File: src/rtl/fifo_mw_mr.sv
// Multi-write / multi-read FIFO with first-word fall-through and optional same-cycle bypass.
// Write lanes are accepted in ascending lane order against the registered free count.
module fifo_mw_mr #(
    parameter int FIFO_WIDTH = 8,
    parameter int FIFO_DEPTH = 8,
    parameter int NUM_W      = 4,
    parameter int NUM_R      = 2,
    parameter int BYPASS     = 1,
    parameter int CNT_WIDTH  = $clog2(FIFO_DEPTH) + 1
) (
    input  logic                        clk,
    input  logic                        rst_n,
    input  logic [NUM_W-1:0]            w_val,
    input  logic [NUM_W*FIFO_WIDTH-1:0] w_data,
    output logic [NUM_W-1:0]            w_acc,
    input  logic [NUM_R-1:0]            r_val,
    output logic [NUM_R*FIFO_WIDTH-1:0] r_data,
    output logic [NUM_R-1:0]            r_avail,
    output logic [CNT_WIDTH-1:0]        size,
    output logic [CNT_WIDTH-1:0]        free,
    output logic                        full,
    output logic                        empty,
    output logic                        ovf,
    input  logic                        clr_ovf
);

    localparam int PTR_W = (FIFO_DEPTH > 1) ? $clog2(FIFO_DEPTH) : 1;
    localparam int SUM_W = CNT_WIDTH + 1;
    localparam logic [SUM_W-1:0]     DEPTH_S = SUM_W'(FIFO_DEPTH);
    localparam logic [CNT_WIDTH-1:0] DEPTH_C = CNT_WIDTH'(FIFO_DEPTH);

    logic [FIFO_WIDTH-1:0] r_mem [FIFO_DEPTH];
    logic [PTR_W-1:0]      r_head;
    logic [PTR_W-1:0]      r_tail;
    logic [CNT_WIDTH-1:0]  r_size;
    logic                  r_ovf;

    logic [CNT_WIDTH-1:0]  w_free;
    logic [CNT_WIDTH-1:0]  w_n_acc;
    logic [CNT_WIDTH-1:0]  w_n_rd;
    logic [CNT_WIDTH-1:0]  w_avail_cnt;
    logic [CNT_WIDTH-1:0]  w_rank [NUM_W];
    logic [FIFO_WIDTH-1:0] w_comp [NUM_W];
    logic [NUM_W-1:0]      w_acc_int;
    logic [NUM_R-1:0]      w_avail_int;

    // Any pointer sum here is below 2*DEPTH, so one conditional subtract suffices.
    function automatic logic [PTR_W-1:0] wrap_ptr(input logic [SUM_W-1:0] a);
        logic [SUM_W-1:0] t;
        t = (a >= DEPTH_S) ? (a - DEPTH_S) : a;
        return t[PTR_W-1:0];
    endfunction

    assign w_free = DEPTH_C - r_size;

    // Rank among valid lanes equals write offset for accepted lanes, since
    // only the lowest-ranked lanes are ever accepted.
    always_comb begin : accept_p
        logic [CNT_WIDTH-1:0] vcnt;
        logic                 acc;
        vcnt      = '0;
        acc       = 1'b0;
        w_n_acc   = '0;
        w_acc_int = '0;
        for (int i = 0; i < NUM_W; i++) begin
            w_rank[i]    = vcnt;
            acc          = rst_n & w_val[i] & (vcnt < w_free);
            w_acc_int[i] = acc;
            if (w_val[i]) vcnt = vcnt + CNT_WIDTH'(1);
            if (acc)      w_n_acc = w_n_acc + CNT_WIDTH'(1);
        end
    end

    always_comb begin : compact_p
        for (int j = 0; j < NUM_W; j++) begin
            w_comp[j] = '1;
            for (int i = 0; i < NUM_W; i++) begin
                if (w_acc_int[i] && (w_rank[i] == CNT_WIDTH'(j)))
                    w_comp[j] = w_data[i*FIFO_WIDTH +: FIFO_WIDTH];
            end
        end
    end

    assign w_avail_cnt = (BYPASS != 0) ? (r_size + w_n_acc) : r_size;

    genvar gi;
    generate
        for (gi = 0; gi < NUM_R; gi++) begin : g_rd
            logic [PTR_W-1:0]      w_rd_idx;
            logic [FIFO_WIDTH-1:0] w_lane;
            logic [CNT_WIDTH-1:0]  w_k;

            assign w_k              = CNT_WIDTH'(gi);
            assign w_rd_idx         = wrap_ptr(SUM_W'(r_head) + SUM_W'(gi));
            assign w_avail_int[gi]  = rst_n & (w_k < w_avail_cnt);

            // Lanes past the stored entries come straight from this cycle's accepted writes.
            always_comb begin
                w_lane = '1;
                if (w_avail_int[gi]) begin
                    if (w_k < r_size) begin
                        w_lane = r_mem[w_rd_idx];
                    end else begin
                        for (int j = 0; j < NUM_W; j++) begin
                            if ((w_k - r_size) == CNT_WIDTH'(j))
                                w_lane = w_comp[j];
                        end
                    end
                end
            end

            assign r_data[gi*FIFO_WIDTH +: FIFO_WIDTH] = w_lane;
        end
    endgenerate

    always_comb begin : read_p
        logic run;
        run    = 1'b1;
        w_n_rd = '0;
        for (int k = 0; k < NUM_R; k++) begin
            if (run && r_val[k] && w_avail_int[k]) w_n_rd = w_n_rd + CNT_WIDTH'(1);
            else                                   run    = 1'b0;
        end
    end

    // Bypassed entries are stored too; the matching head advance keeps occupancy exact.
    always_ff @(posedge clk) begin : mem_wr_p
        for (int i = 0; i < NUM_W; i++) begin
            if (w_acc_int[i])
                r_mem[wrap_ptr(SUM_W'(r_tail) + SUM_W'(w_rank[i]))] <= w_data[i*FIFO_WIDTH +: FIFO_WIDTH];
        end
    end

    always_ff @(posedge clk or negedge rst_n) begin : state_p
        if (!rst_n) begin
            r_head <= '0;
            r_tail <= '0;
            r_size <= '0;
            r_ovf  <= 1'b0;
        end else begin
            r_head <= wrap_ptr(SUM_W'(r_head) + SUM_W'(w_n_rd));
            r_tail <= wrap_ptr(SUM_W'(r_tail) + SUM_W'(w_n_acc));
            r_size <= r_size + w_n_acc - w_n_rd;
            if (|(w_val & ~w_acc_int)) r_ovf <= 1'b1;
            else if (clr_ovf)          r_ovf <= 1'b0;
        end
    end

    assign w_acc   = w_acc_int;
    assign r_avail = w_avail_int;
    assign size    = r_size;
    assign free    = w_free;
    assign full    = (r_size == DEPTH_C);
    assign empty   = (r_size == '0);
    assign ovf     = r_ovf;

endmodule

File: config.mk
export PLATFORM = sky130hd
export DESIGN_NAME = fifo_mw_mr
export DESIGN_NICKNAME = d
export VERILOG_FILES = /design/src/rtl/fifo_mw_mr.sv
export SDC_FILE = /design/constraint.sdc
export NUM_CORES = 1
export LEC_CHECK = 0
export ABC_CLOCK_PERIOD_IN_PS = 5700
export CORE_MARGIN = 1.5
export CORE_UTILIZATION = 30
export CTS_CLUSTER_DIAMETER = 120
export DETAILED_ROUTE_END_ITERATION = 10
export PLACE_DENSITY = 0.57
export SYNTH_ARGS = -nofsm -noshare
export SYNTH_HDL_FRONTEND = slang
export SYNTH_SLANG_ARGS = --single-unit
File: constraint.sdc
create_clock -name clk -period 5.7 [get_ports clk]
set_clock_uncertainty 0.2 [all_clocks]
set_input_delay 0.855 -clock clk [delete_from_list [all_inputs] [get_ports clk]]
set_output_delay 0.855 -clock clk [all_outputs]
set_load 0.02 [all_outputs]
[Yosys cells after proc, flatten, opt, wreduce, memory -nomap -nowiden]
Memories as Yosys holds them, arrays and structs flattened.
Cells that the tools add are included.
Cells by class
  $lt $le $gt $ge: 16
  equal/unequal tests: 16
  bitwise logic cells: 12
  add/subtract/negate cells: 25
  reduce and logical (&&, ||, !) cells: 23
  multiplexer cells: 53
Operators with widths (count)
  $mux W8: 25
  $eq A4 B2 Y1 const B: 10
  $add A4 B1 Y4 const B: 6
  $logic_not A4 Y1: 6
  $mux W3: 8
  $mux W4: 6
  $sub A3 B1 Y3 const B: 8
  $add A3 B4 Y5: 4
  $eq A4 B1 Y1 const B: 5
  $ge A5 B4 Y1 const B: 4
  $lt A1 B4 Y1 const A: 5
  $logic_and A1 B1 Y1: 15
  $mux W1: 14
  $lt A4 B4 Y1: 3
  $and A1 B1 Y1: 10
  $ge A3 B4 Y1 const B: 2
  $ge A4 B4 Y1 const B: 2
  $sub A1 B4 Y4 const A: 2
  $add A3 B1 Y4: 1
  $add A3 B1 Y4 const B: 1
  $add A4 B4 Y4: 1
  $and A4 B4 Y4: 1
  $eq A4 B4 Y1 const B: 1
  $not A4 Y4: 1
  4 further kinds: 4
Word-level totals
  output and inout port bits: 33
  bits in writable memories: 64
  memories: 1
  bits of input ports: 41
  logic and storage cells: 150
  register bits: 11
Memory list
  r_mem: words 8, width 8, read ports 2, clocked after Yosys merged registers in 0, wr ports 4, RTL line 32  | logic [FIFO_WIDTH-1:0] r_mem [FIFO_DEPTH];

[Logic depth before layout (Yosys ltp)]
  depth after elaboration: 21
  mapped depth: 27
  gate-level depth less buffers: 26

[Worst setup path before layout]
OpenSTA, ideal clock, no wires.
  path type: reg2out
  from: register r_size[1] (netlist: size[1])
  to: output port r_data[0]
  required time: 4645 ps
  setup slack: -514 ps
  cell stages (with the launch flop): 24
  arrival time: 5159 ps
  cell sequence: dfrtp_1 > inv_1 > ha_1 > xor2_1 > inv_2 > nor2_1 > clkbuf_1 > and3_1 > nand2b_1 > inv_1 > ha_1 > nand2_1 > o21ai_0 > ha_1 > mux2_2 > ha_1 > a21o_1 > a21oi_1 > mux2i_1 > a211o_1 > clkbuf_1 > or4b_1 > nand3b_1 > o311a_1
Between the ends
  elaborated cells on any way between the ends: 56
RTL lines
  start: declaration: RTL line 35  | logic [CNT_WIDTH-1:0] r_size;
  start signal: assignment: RTL line 143  | r_size <= r_size + w_n_acc - w_n_rd;
  $sub A4 B4 Y4 (*): RTL line 54  | assign w_free = DEPTH_C - r_size;
  $lt A4 B4 Y1 (*): RTL line 67  | acc = rst_n & w_val[i] & (vcnt < w_free);
  $and A1 B1 Y1 (*): RTL line 67
  via w_acc[1]: RTL line 15  | output logic [NUM_W-1:0] w_acc,
  parallel branches: the longest is 9 deep, another holds $add A4 B1 Y4
  $mux W8 (*): RTL line 100  | if (w_avail_int[gi]) begin
  end: declaration: RTL line 17  | output logic [NUM_R*FIFO_WIDTH-1:0] r_data,
Mark *: on every way through the listed nets, which the timed path passes.

[Worst setup path after layout]
  from: input port w_val[0]
  to: output port r_data[6]
Between the ends
  cells in the longest elaborated chain, start to end: 15
  elaborated cells on any way between the ends: 66
Ends and longest elaborated chain
  start: declaration: RTL line 13  | input logic [NUM_W-1:0] w_val,
  parallel branches: the longest is 14 deep, another holds $add A4 B1 Y4
  $mux W8 (*): RTL line 100
Mark *: on every way between the ends.

==> impl_metrics.csv <==
group,metric,value,unit
outcome,status,"complete, but fails checks",
outcome,failed_checks,"setup timing",
power,ir_worst_vdd,245,uV
global_routing,groute.usage.overall,23.2,%
timing,worst_slew_pin_slew,1020,ps
final_layout,layout-drive-gt1-share,24.2,%
setup_path,slowest_delay,600,ps
route,wl_per_cell,22.6,um
setup_path,critPathLaunchType,"input port",
yosys,syn_area,8450,um2
clocking,cts.path.max_buffers,2,
yosys,ys_dominant_reg_cell,"edfxtp_1",
global_routing,grt-ovfl-total,0,
setup_path,critical_path_arrival,4870,ps
yosys,synth_simple_gate_area_share,18.8,%
yosys,syn_nets,1068,
yosys,synth_cells,991,
placed_design,gp_congestion,0.893,
die,fp.dieArea,29200,um2
die,rows,61,
final_layout,final_area,10900,um2
setup_path,cp_max_fo,8,
global_routing,grt_pass1_vias,8289,
clocking,ctsHtreeMaxLevel,3,
yosys,synthMuxAreaShare,13.6,%
timing,slew_headroom,31.7,%
global_routing,grt_antenna_before_repair,0,
route,via_per_inst,5.91,
global_routing,grt_max_degree,34,
timing,finalHoldViolCount,0,
yosys,synth.distinct_cells,65,
yosys,synth-adder-area-share,5.86,%
final_layout,final_cell_mix,"139 x o21ai_0, 125 x nand2_1, 118 x buf_4",
final_layout,multi_input_area,6130,um2
yosys,synth_edf_count,64,
final_layout,ff_latch_area,2200,um2
final_layout,area_delta_synth_final,29.3,%
yosys,yosys_warnings,0,
power,power.density,560,nW/um2
global_routing,grt_pass1_wl,50.6,mm
timing,min_period_over_period,104,%
timing,setup_viol,15,
final_layout,antennaDiodeCount,0,
setup_path,cp_slowest_cell,"or4b_4",
route,drc,0,
timing,timing.final.ws_setup,-229,ps
yosys,synth_xor_area_share,2.50,%
die,die_x,171,um
setup_path,critical_path_class,"in -> out",
placed_design,hpwl,24.9,mm
final_layout,final_common_cell,"o21ai_0",
die,core,27800,um2
clocking,cts.clk_slew.worst_paths,60,ps
clocking,numCtsBuffers,9,
setup_path,worstPathRequired,4640,ps
job,cap_violations,0,
die,start_util,30.4,%
clocking,hold_buffers,0,
power,total_power,6.12,mW
yosys,ys_ff_latch,75,
timing,finalCriticalPeriod,5930,ps
clocking,cts_tree,"built",
die,die_h,171,um
route,vias,8781,
final_layout,fill_cells,2803,
yosys,synth_top_family_by_area,"compound AO/OA/AOI/OAI gates",
placed_design,io_buffers,73,
timing,slew_viol_final,0,
route,wl,33.5,mm
final_layout,postLayoutCoreUtil,39.4,%
final_layout,final_nets,1179,
clocking,clock_sinks,75,
clocking,cts-root-buf,"clkbuf_16",
yosys,synthArstFlopShare,14.7,%
route,ant_nets,0,
placed_design,place_area,10300,um2
route,dr.pass1.iters,6,
setup_path,worstPathCellList,"buf_6, inv_6, ha_4, nand2b_4, nand2_4, ha_4, or4_4, a31oi_4, xor2_2, ha_2, inv_2, fa_2, xor2_2, nand4_1, mux2i_2, a211o_1, or4b_4, nand3b_1, o311a_4, buf_6",
timing,rsz0062_at_grt,"true",
min_path,min_path_type,"reg -> reg",
power,p_leak,3.91,nW
die,ioPinCount,74,
timing,clock.fmax,169,MHz
setup_path,end_kind,"output pin",
yosys,synth-compound-area-share,27.1,%
yosys,syn_area_per_cell,8.53,um2
clocking,clk-insertion-delay-late,350,ps
route,drtIter0Drc,861,
yosys,synth-seq-area-share,26.0,%
## critical path, delay by kind of cell
| kind | cells | cell delay (ps) |
|---|---|---|
| AOI/OAI and AO/OA | 3 | 700 |
| xor gates and xnor gates | 2 | 350 |
| adders and majority gates | 4 | 840 |
| buffers and inverters | 4 | 350 |
| muxes | 1 | 90 |
| and+or+nand+nor | 6 | 1660 |
## cell usage after synthesis, drive strengths merged, types with 11 or more instances
library cell / count / area [um2]
nand3: 12 / 70.1
o21ai: 140 / 701
ha: 30 / 375
inv: 29 / 109
and2: 11 / 68.8
mux4: 32 / 721
a211oi: 82 / 621
and3: 15 / 93.8
nand2: 127 / 477
nor2: 47 / 179
dfrtp: 11 / 275
edfxtp: 64 / 1920
clkbuf: 67 / 254
nor2b: 52 / 325
buf: 31 / 154
mux2i: 33 / 330
xor2: 12 / 124
o22ai: 25 / 156
## state kept, by name, summed over array words and instances (netlist names)
signal / flops
size: 4
r_tail: 3
r_mem: 64
ovf: 1
r_head: 3
## cell type report
class | count | area share (%)
Sequential cell | 75 | 20.1
Clock inverter | 7 | 0.515
Tap cell | 378 | 4.33
Multi-Input combinational cell | 789 | 56.1
Inverter | 29 | 1.20
Timing Repair Buffer | 198 | 15.7
Clock buffer | 9 | 2.06
## final timing paths
check	start	end	slack (ps)	cells past startpoint
setup / recovery	w_val[0]	r_data[6]	-230	20
hold / removal	r_tail[1]	r_tail[1]	550	1
setup reg to reg	size[2]	size[2]	390	23
hold reg to reg	r_tail[1]	r_tail[1]	550	1
max in group asynchronous	rst_n	r_head[0]	4310	4
min in group asynchronous	rst_n	ovf	560	3
## layer usage
layer / part of all wire (%) / routed length, um / track usage, % / vias up
met5: 0 / 0 / 0 / -
met4: 2.6 / 883 / 7.86 / 0
li1: - / - / - / 3982
met3: 7.5 / 2530 / 3.68 / 51
met1: 44 / 14700 / 32.1 / 4310
met2: 46 / 15400 / 36.7 / 438
## cells by family (layout without fill, tap and decap cells)
| family | count (synthesis) | count (layout) |
|---|---|---|
| simple gates | 314 | 314 |
| flops | 75 | 75 |
| buf+inv | 127 | 243 |
| compound gates | 343 | 343 |
| mux | 74 | 74 |
| xor+xnor | 22 | 22 |
| fa+ha+maj | 36 | 36 |
## report_power, final
part / internal, mW / total (mW) / switching, mW
registers: 0.907 / 1.07 / 0.160
clock network: 0.302 / 0.575 / 0.273
logic: 1.96 / 4.48 / 2.52
total: 3.17 / 6.12 / 2.95
## what timing repair did
action,CTS,global route
buffers inserted,14,10
gates resized for setup,88,22
setup endpoints to repair,21,18
cloned,0,0
pin swaps,19,18
## stage by stage
step	setup slack, ps	std cells	hold slack, ps	setup TNS (ps)
global route	-336	1485	570	-4230
CTS	-159	1476	548	-1450
detailed placement	-1160	1446	533	-17290
finish	-229	1485	553	-2150
floorplan	-163	991	305	-1300
global placement	-1050	1446	535	-15700
Note: power is estimated with default switching activity, not from simulation.
